[config.mk]
export PLATFORM = sky130hd
export DESIGN_NAME = draw_scheduler
export DESIGN_NICKNAME = d
export VERILOG_FILES = /design/src/rtl/draw_pkg.sv /design/src/rtl/rr_arbiter.sv /design/src/rtl/draw_scheduler.sv
export SDC_FILE = /design/constraint.sdc
export NUM_CORES = 1
export LEC_CHECK = 0
export ABC_AREA = 1
export BUFFER_PORTS_ARGS = -buffer_cell sky130_fd_sc_hd__buf_4
export CAP_MARGIN = 20
export CORE_MARGIN = 2
export CORE_UTILIZATION = 35
export CTS_CLUSTER_DIAMETER = 100
export DETAILED_ROUTE_END_ITERATION = 8
export PLACE_DENSITY = 0.63
export SLEW_MARGIN = 20
export SYNTH_ARGS = -nofsm -noshare
export SYNTH_HDL_FRONTEND = slang
export SYNTH_SLANG_ARGS = --single-unit
[constraint.sdc]
create_clock -name clk -period 8.2 [get_ports clk]
set_input_delay 1.64 -clock clk [delete_from_list [all_inputs] [get_ports clk]]
set_output_delay 1.64 -clock clk [all_outputs]
set_load 0.03 [all_outputs]
[src/rtl/draw_pkg.sv]
// Shared definitions for the draw scheduler: screen geometry, VGA field
// widths, scheduler state encoding and the on-screen test used for clipping.
package draw_pkg;

  localparam int unsigned SCREEN_W    = 160;
  localparam int unsigned SCREEN_H    = 120;
  localparam int unsigned X_BITS      = 8;
  localparam int unsigned Y_BITS      = 7;
  localparam int unsigned COLOUR_BITS = 3;

  typedef enum logic {
    IDLE = 1'b0,
    DRAW = 1'b1
  } state_t;

  // Sums arrive one bit wider than the VGA fields so off-screen carries are visible.
  function automatic logic on_screen(input logic [X_BITS:0] sx,
                                     input logic [Y_BITS:0] sy);
    return (sx < (X_BITS+1)'(SCREEN_W)) && (sy < (Y_BITS+1)'(SCREEN_H));
  endfunction

endpackage

[src/rtl/rr_arbiter.sv]
// Combinational round-robin arbiter.
// Searches req starting at last+1 (wrapping modulo N) and returns the first
// set bit as a one-hot grant plus its index. The pointer lives in the caller.
//   req   : request vector
//   last  : index of the previous winner
//   grant : one-hot grant (all zero when no request)
//   idx   : index of the granted requester
//   valid : at least one request is present
module rr_arbiter #(
  parameter int unsigned N     = 4,
  parameter int unsigned IDX_W = $clog2(N)
) (
  input  logic [N-1:0]     req,
  input  logic [IDX_W-1:0] last,
  output logic [N-1:0]     grant,
  output logic [IDX_W-1:0] idx,
  output logic             valid
);

  int unsigned cand;

  always_comb begin
    grant = '0;
    idx   = '0;
    valid = 1'b0;
    cand  = 0;
    for (int unsigned k = 1; k <= N; k++) begin
      cand = (int'(last) + k) % N;
      if (!valid && req[cand]) begin
        grant[cand] = 1'b1;
        idx         = IDX_W'(cand);
        valid       = 1'b1;
      end
    end
  end

endmodule

[src/rtl/draw_scheduler.sv]
// Shares one VGA plot port among NUM_REQ rectangle-fill requesters.
// A round-robin winner's rectangle is latched and streamed row-major, one
// pixel per clock, with off-screen pixels suppressed (plot=0) but still timed.
//   clk, resetn       : clock, asynchronous active-low reset
//   req               : per-requester request level
//   req_x/y/w/h/colour: packed per-requester rectangle (w,h are size minus 1)
//   ack               : one-cycle pulse when a request is latched
//   done              : one-cycle pulse when its rectangle has been streamed
//   busy              : high while drawing
//   x, y, colour, plot: registered pixel stream to the vga_adapter
module draw_scheduler
  import draw_pkg::*;
#(
  parameter int unsigned NUM_REQ = 4,
  parameter int unsigned W_BITS  = 5,
  parameter int unsigned H_BITS  = 3
) (
  input  logic                           clk,
  input  logic                           resetn,
  input  logic [NUM_REQ-1:0]             req,
  input  logic [NUM_REQ*X_BITS-1:0]      req_x,
  input  logic [NUM_REQ*Y_BITS-1:0]      req_y,
  input  logic [NUM_REQ*W_BITS-1:0]      req_w,
  input  logic [NUM_REQ*H_BITS-1:0]      req_h,
  input  logic [NUM_REQ*COLOUR_BITS-1:0] req_colour,
  output logic [NUM_REQ-1:0]             ack,
  output logic [NUM_REQ-1:0]             done,
  output logic                           busy,
  output logic [X_BITS-1:0]              x,
  output logic [Y_BITS-1:0]              y,
  output logic [COLOUR_BITS-1:0]         colour,
  output logic                           plot
);

  localparam int unsigned IDX_W = $clog2(NUM_REQ);

  state_t                 state;
  logic [IDX_W-1:0]       last;
  logic [IDX_W-1:0]       job_idx;
  logic [X_BITS-1:0]      x0;
  logic [Y_BITS-1:0]      y0;
  logic [W_BITS-1:0]      w_r, cx, ncx;
  logic [H_BITS-1:0]      h_r, cy, ncy;
  logic [COLOUR_BITS-1:0] col_r;

  logic [NUM_REQ-1:0]     grant;
  logic [IDX_W-1:0]       g_idx;
  logic                   g_valid;

  int unsigned            gi;
  logic [X_BITS-1:0]      sel_x, bx;
  logic [Y_BITS-1:0]      sel_y, by;
  logic [W_BITS-1:0]      sel_w, ox;
  logic [H_BITS-1:0]      sel_h, oy;
  logic [COLOUR_BITS-1:0] sel_col;
  logic [X_BITS:0]        sx;
  logic [Y_BITS:0]        sy;
  logic                   last_px;

  rr_arbiter #(
    .N     (NUM_REQ),
    .IDX_W (IDX_W)
  ) u_arb (
    .req   (req),
    .last  (last),
    .grant (grant),
    .idx   (g_idx),
    .valid (g_valid)
  );

  // The pixel for the next cycle: the grant's origin when starting a job,
  // otherwise the latched origin plus the advanced raster position.
  always_comb begin
    gi      = int'(g_idx);
    sel_x   = req_x[gi*X_BITS +: X_BITS];
    sel_y   = req_y[gi*Y_BITS +: Y_BITS];
    sel_w   = req_w[gi*W_BITS +: W_BITS];
    sel_h   = req_h[gi*H_BITS +: H_BITS];
    sel_col = req_colour[gi*COLOUR_BITS +: COLOUR_BITS];

    last_px = (cx == w_r) && (cy == h_r);
    if (cx == w_r) begin
      ncx = '0;
      ncy = cy + 1'b1;
    end else begin
      ncx = cx + 1'b1;
      ncy = cy;
    end

    if (state == IDLE) begin
      bx = sel_x;
      by = sel_y;
      ox = '0;
      oy = '0;
    end else begin
      bx = x0;
      by = y0;
      ox = ncx;
      oy = ncy;
    end
    sx = {1'b0, bx} + (X_BITS+1)'(ox);
    sy = {1'b0, by} + (Y_BITS+1)'(oy);
  end

  always_ff @(posedge clk or negedge resetn) begin
    if (!resetn) begin
      state   <= IDLE;
      last    <= IDX_W'(NUM_REQ - 1);
      job_idx <= '0;
      x0      <= '0;
      y0      <= '0;
      w_r     <= '0;
      h_r     <= '0;
      col_r   <= '0;
      cx      <= '0;
      cy      <= '0;
      x       <= '0;
      y       <= '0;
      colour  <= '0;
      plot    <= 1'b0;
      busy    <= 1'b0;
      ack     <= '0;
      done    <= '0;
    end else begin
      ack  <= '0;
      done <= '0;
      case (state)
        IDLE: begin
          plot <= 1'b0;
          busy <= 1'b0;
          if (g_valid) begin
            x0      <= sel_x;
            y0      <= sel_y;
            w_r     <= sel_w;
            h_r     <= sel_h;
            col_r   <= sel_col;
            cx      <= '0;
            cy      <= '0;
            last    <= g_idx;
            job_idx <= g_idx;
            ack     <= grant;
            state   <= DRAW;
            x       <= sx[X_BITS-1:0];
            y       <= sy[Y_BITS-1:0];
            colour  <= sel_col;
            plot    <= on_screen(sx, sy);
            busy    <= 1'b1;
          end
        end
        DRAW: begin
          if (last_px) begin
            state <= IDLE;
            plot  <= 1'b0;
            busy  <= 1'b0;
            done  <= NUM_REQ'(1) << job_idx;
          end else begin
            cx     <= ncx;
            cy     <= ncy;
            x      <= sx[X_BITS-1:0];
            y      <= sy[Y_BITS-1:0];
            colour <= col_r;
            plot   <= on_screen(sx, sy);
          end
        end
        default: state <= IDLE;
      endcase
    end
  end

endmodule

==> impl_metrics.yaml <==
run_status:
  status: "finished, final reports clean"
grt:
  grt_max_degree: 68
  global_route_wire_length_before_repair_mm: 22.14
  grt_use_total_pct: 18.91
  initial_antenna_violation_count: 0
  number_of_global_route_vias_before_repair: 4716
  global_route.overflow_total: 0
placement:
  gpl.final_weighted_congestion: 0.8850
  numPortBuffers: 137
  pre_cts_ws_ns: 2.186
  postPlaceCellArea_sq_um: 5831
  hpwl_mm: 9.929
cts:
  htreeDepth: 3
  postCtsSetupBuffers: 0
  hold_fix_buffers_cts: 0
  clk_root_buffer_cell: "sky130_fd_sc_hd__clkbuf_16"
  cts_sinks: 67
  tritoncts: "built"
  clk_transition_reported_paths_ns: 0.05
  numCtsBuffers: 9
  deepest_clock_path_buffer_count: 2
  post_cts.resized_instances: 0
  clkLatencyLatePin_ns: 0.33
power_and_ir_drop:
  p_int_mw: 1.482
  combinationalPowerShare_pct: 69.1
  seq_power_share_pct: 19.5
  power.switching_mw: 1.671
  clkPwrFrac_pct: 11.4
  power_leakage_nw: 3.115
  irDropWorstVdd_mv: 0.2423
  sw_frac_of_total_pct: 53.01
  power.density_nw_per_um2: 516.0
sta:
  final.period_utilization_pct: 69.87
  fmax_mhz: 174.5
  unrepaired_setup_endpoints_after_global_routing: "false"
  timing.final.hold_violations: 0
  clock-skew-final_ns: 0.004589
  worstMarginPinSlew_ns: 0.9445
  setup_viol_count_final: 0
  setup_tns_final_ns: 0
  setup_ws_final_ns: 2.470
  slew_headroom_pct: 36.96
  timing.final.max_slew_violations: 0
  finalCriticalPeriod_ns: 5.730
critical_path:
  start_kind: "register"
  critPathBufInv: 6
  longest_individual_stage_delay_on_the_worst_path_ns: 0.78
  crit_slowest_cell: "sky130_fd_sc_hd__inv_2"
  crit_required_ns: 8.43
  crit_path_frequent_cell: "sky130_fd_sc_hd__nand2_1"
  crit_family: "buffers and inverters"
  cp_data_arrival_time_ns: 5.96
  critPathKind: "register to register"
  timing.critical_path.fanout_max: 55
  critical_path.endpoint_type: "register"
die:
  core_sq_um: 13300
  boundaryPins: 138
  effective_utilization_at_floorplan_pct: 35.86
  die_h_microns: 120.7
  chipWidth_microns: 120.7
  die-area_sq_um: 14570
  rows: 42
layout:
  nNetsFinal: 904
  flow.area_growth_from_synthesis_pct: 28.16
  drive_gt1_share_pct: 26.19
  insertedDiodeCount: 0
  layout.cell_area.non_filler_sq_um: 6111
route:
  antenna_violating_nets_post_route: 0
  initialDrtViolationCount: 282
  wl_per_cell_microns: 13.95
  drc: 0
  wirelength_mm: 13.33
  routed-via-count: 4716
  router_iterations_before_antenna_repair: 4
  route.detailed.vias_per_inst: 4.938
synthesis:
  number_of_enable_type_register_cells_in_the_synthesized_netlist: 0
  synth_fa_ha_area_share_pct: 5.563
  ys_ff_latch: 67
  postSynth.topFlopCell: "sky130_fd_sc_hd__dfrtp_1"
  yosys.area_share.xor_xnor_pct: 2.572
  synth_top_family_by_area: "simple AND/OR/NAND/NOR gates"
  yosys.area.top_type_share_pct: 34.11
  synth.largest_area_cell: "sky130_fd_sc_hd__dfrtp_1"
  yosys-top-cells-area: "sky130_fd_sc_hd__dfrtp_1 34%, sky130_fd_sc_hd__nand2_1 15%, sky130_fd_sc_hd__o21ai_0 5.7%, sky130_fd_sc_hd__ha_1 4.7%, sky130_fd_sc_hd__inv_1 4.3%"
  simple_gate_portion_of_the_synthesized_area_pct: 30.49
  syn_avg_cell_area_sq_um: 7.247
  synth.net_count: 788
  synthesis.area_sq_um: 4768
  synth_sequential_area_ratio_pct: 35.21
  post_synth_mux_area_share_pct: 0
  synth.yosys.warnings: 0
  yosys.cell_types.count: 46
  netlist_instances: 658
  ys_async_sr_fraction_pct: 100.0
  synth_compound_gate_area_share_pct: 17.48
hold_path:
  min_path_type: "register to register"
flow_run:
  cap_violations: 0
[worst paths after layout]
path	endpoint	from	slack [ns]	cells past startpoint
max in group asynchronous	x0[0]$_DFFE_PN0P_	resetn	6.23	1
min in group asynchronous	w_r[2]$_DFFE_PN0P_	resetn	1.40	1
setup / recovery	plot$_DFF_PN0_	last[0]$_DFFE_PN1P_	2.47	25
hold / removal	done[0]$_DFF_PN0_	job_idx[0]$_DFFE_PN0P_	0.47	1
setup reg to reg	plot$_DFF_PN0_	last[0]$_DFFE_PN1P_	2.47	25
hold reg to reg	done[0]$_DFF_PN0_	job_idx[0]$_DFFE_PN0P_	0.47	1
[metal layers]
metal,vias up,global-route usage [%],share of wire [%]
met5,-,0,0
met3,19,2.547,4.3
met1,2175,24.09,43
met2,123,32.66,50
li1,2399,-,-
met4,0,6.904,1.9
[flip-flops by register name (all words and copies together), names as in the netlist]
name	flops
ack	4
busy	1
col_r	3
colour	3
cx	5
cy	3
done	4
h_r	3
job_idx	2
last	2
plot	1
state	1
w_r	5
x	8
x0	8
y	7
y0	7
[worst reg2reg max path, delay by kind of cell (launching register included)]
| family | cells | cell delay [ns] |
|---|---|---|
| compound gates | 6 | 1.20 |
| flops | 1 | 0.70 |
| buf+inv | 6 | 1.51 |
| simple gates | 11 | 1.39 |
| fa+ha+maj | 2 | 0.79 |
[cells in the final DEF, fill, tap and decap left out, types with 4 or more instances in the layout]
cell type                   instances
sky130_fd_sc_hd__a21oi_1           23
sky130_fd_sc_hd__a221oi_1           4
sky130_fd_sc_hd__a31oi_1           12
sky130_fd_sc_hd__a32o_1             7
sky130_fd_sc_hd__buf_4            137
sky130_fd_sc_hd__clkbuf_16          9
sky130_fd_sc_hd__clkinv_2           4
sky130_fd_sc_hd__dfrtp_1           65
sky130_fd_sc_hd__ha_1              18
sky130_fd_sc_hd__inv_1             54
sky130_fd_sc_hd__inv_2              5
sky130_fd_sc_hd__nand2_1          193
sky130_fd_sc_hd__nand2_2           12
sky130_fd_sc_hd__nand3_1           40
sky130_fd_sc_hd__nand3_2            7
sky130_fd_sc_hd__nor2_1            42
sky130_fd_sc_hd__nor3_1             4
sky130_fd_sc_hd__o211ai_1           6
sky130_fd_sc_hd__o21ai_0           54
sky130_fd_sc_hd__o21ai_1           15
sky130_fd_sc_hd__o21bai_1           7
sky130_fd_sc_hd__or2_2             12
sky130_fd_sc_hd__xnor2_1            6
sky130_fd_sc_hd__xor2_1             8
[cells by family (layout without fill, tap and decap cells)]
kind of cell | after synthesis | after routing
adders and majority gates | 20 | 20
xor gates and xnor gates | 14 | 14
and+or+nand+nor | 325 | 325
DFF | 67 | 67
AOI/OAI and AO/OA | 140 | 140
buffers and inverters | 92 | 213
[power by group through the flow]
stage               clock network (mW)  logic, mW  registers [mW]
finish                           0.361       2.18           0.615
global route                     0.383       2.48           0.634
CTS                              0.367       2.19           0.616
floorplan                            0       1.65           0.683
global placement                     0       2.11           0.614
detailed placement                   0       2.19           0.621
[Yosys cell counts, types with 3 or more instances]
cell type and instances:
sky130_fd_sc_hd__or2_2 12, sky130_fd_sc_hd__nand2_1 193, sky130_fd_sc_hd__buf_1 3, sky130_fd_sc_hd__nand3_1 40
sky130_fd_sc_hd__a221oi_1 4, sky130_fd_sc_hd__a21oi_1 23, sky130_fd_sc_hd__nand2_2 12, sky130_fd_sc_hd__nand3_2 7
sky130_fd_sc_hd__o21ai_1 15, sky130_fd_sc_hd__buf_6 4, sky130_fd_sc_hd__xnor2_1 6, sky130_fd_sc_hd__dfrtp_1 65
sky130_fd_sc_hd__o211ai_1 6, sky130_fd_sc_hd__a31oi_1 12, sky130_fd_sc_hd__xor2_1 8, sky130_fd_sc_hd__nor2_1 42
sky130_fd_sc_hd__ha_1 18, sky130_fd_sc_hd__a32o_1 7, sky130_fd_sc_hd__inv_2 5, sky130_fd_sc_hd__o21ai_2 3
sky130_fd_sc_hd__clkbuf_1 6, sky130_fd_sc_hd__inv_1 54, sky130_fd_sc_hd__buf_4 5, sky130_fd_sc_hd__o21ai_0 54
sky130_fd_sc_hd__o21bai_1 7, sky130_fd_sc_hd__nor3_1 4, sky130_fd_sc_hd__nand4_1 3, sky130_fd_sc_hd__buf_2 14
[per-stage QoR]
step,std cells,hold slack [ns],total power [mW],util [%]
6_report,955,0.4675,3.153,45.96
3_5_place_dp,939,0.4574,2.806,43.85
3_3_place_gp,939,0.4405,2.724,43.85
2_1_floorplan,658,0.4280,2.331,-
4_1_cts,955,0.4667,3.174,45.96
5_1_grt,955,0.4874,3.492,45.96
[area by class of cell]
type / instances / area [sq um]
clock buffers: 11 / 252.7
inverters: 60 / 227.7
multi-input cells: 499 / 2675
repair buffers: 137 / 1028
well taps: 176 / 220.2
flip-flops and latches: 67 / 1679
fillers: 1350 / 7184
clock inverters: 5 / 27.53
Note: power is estimated with default switching activity, not from simulation.
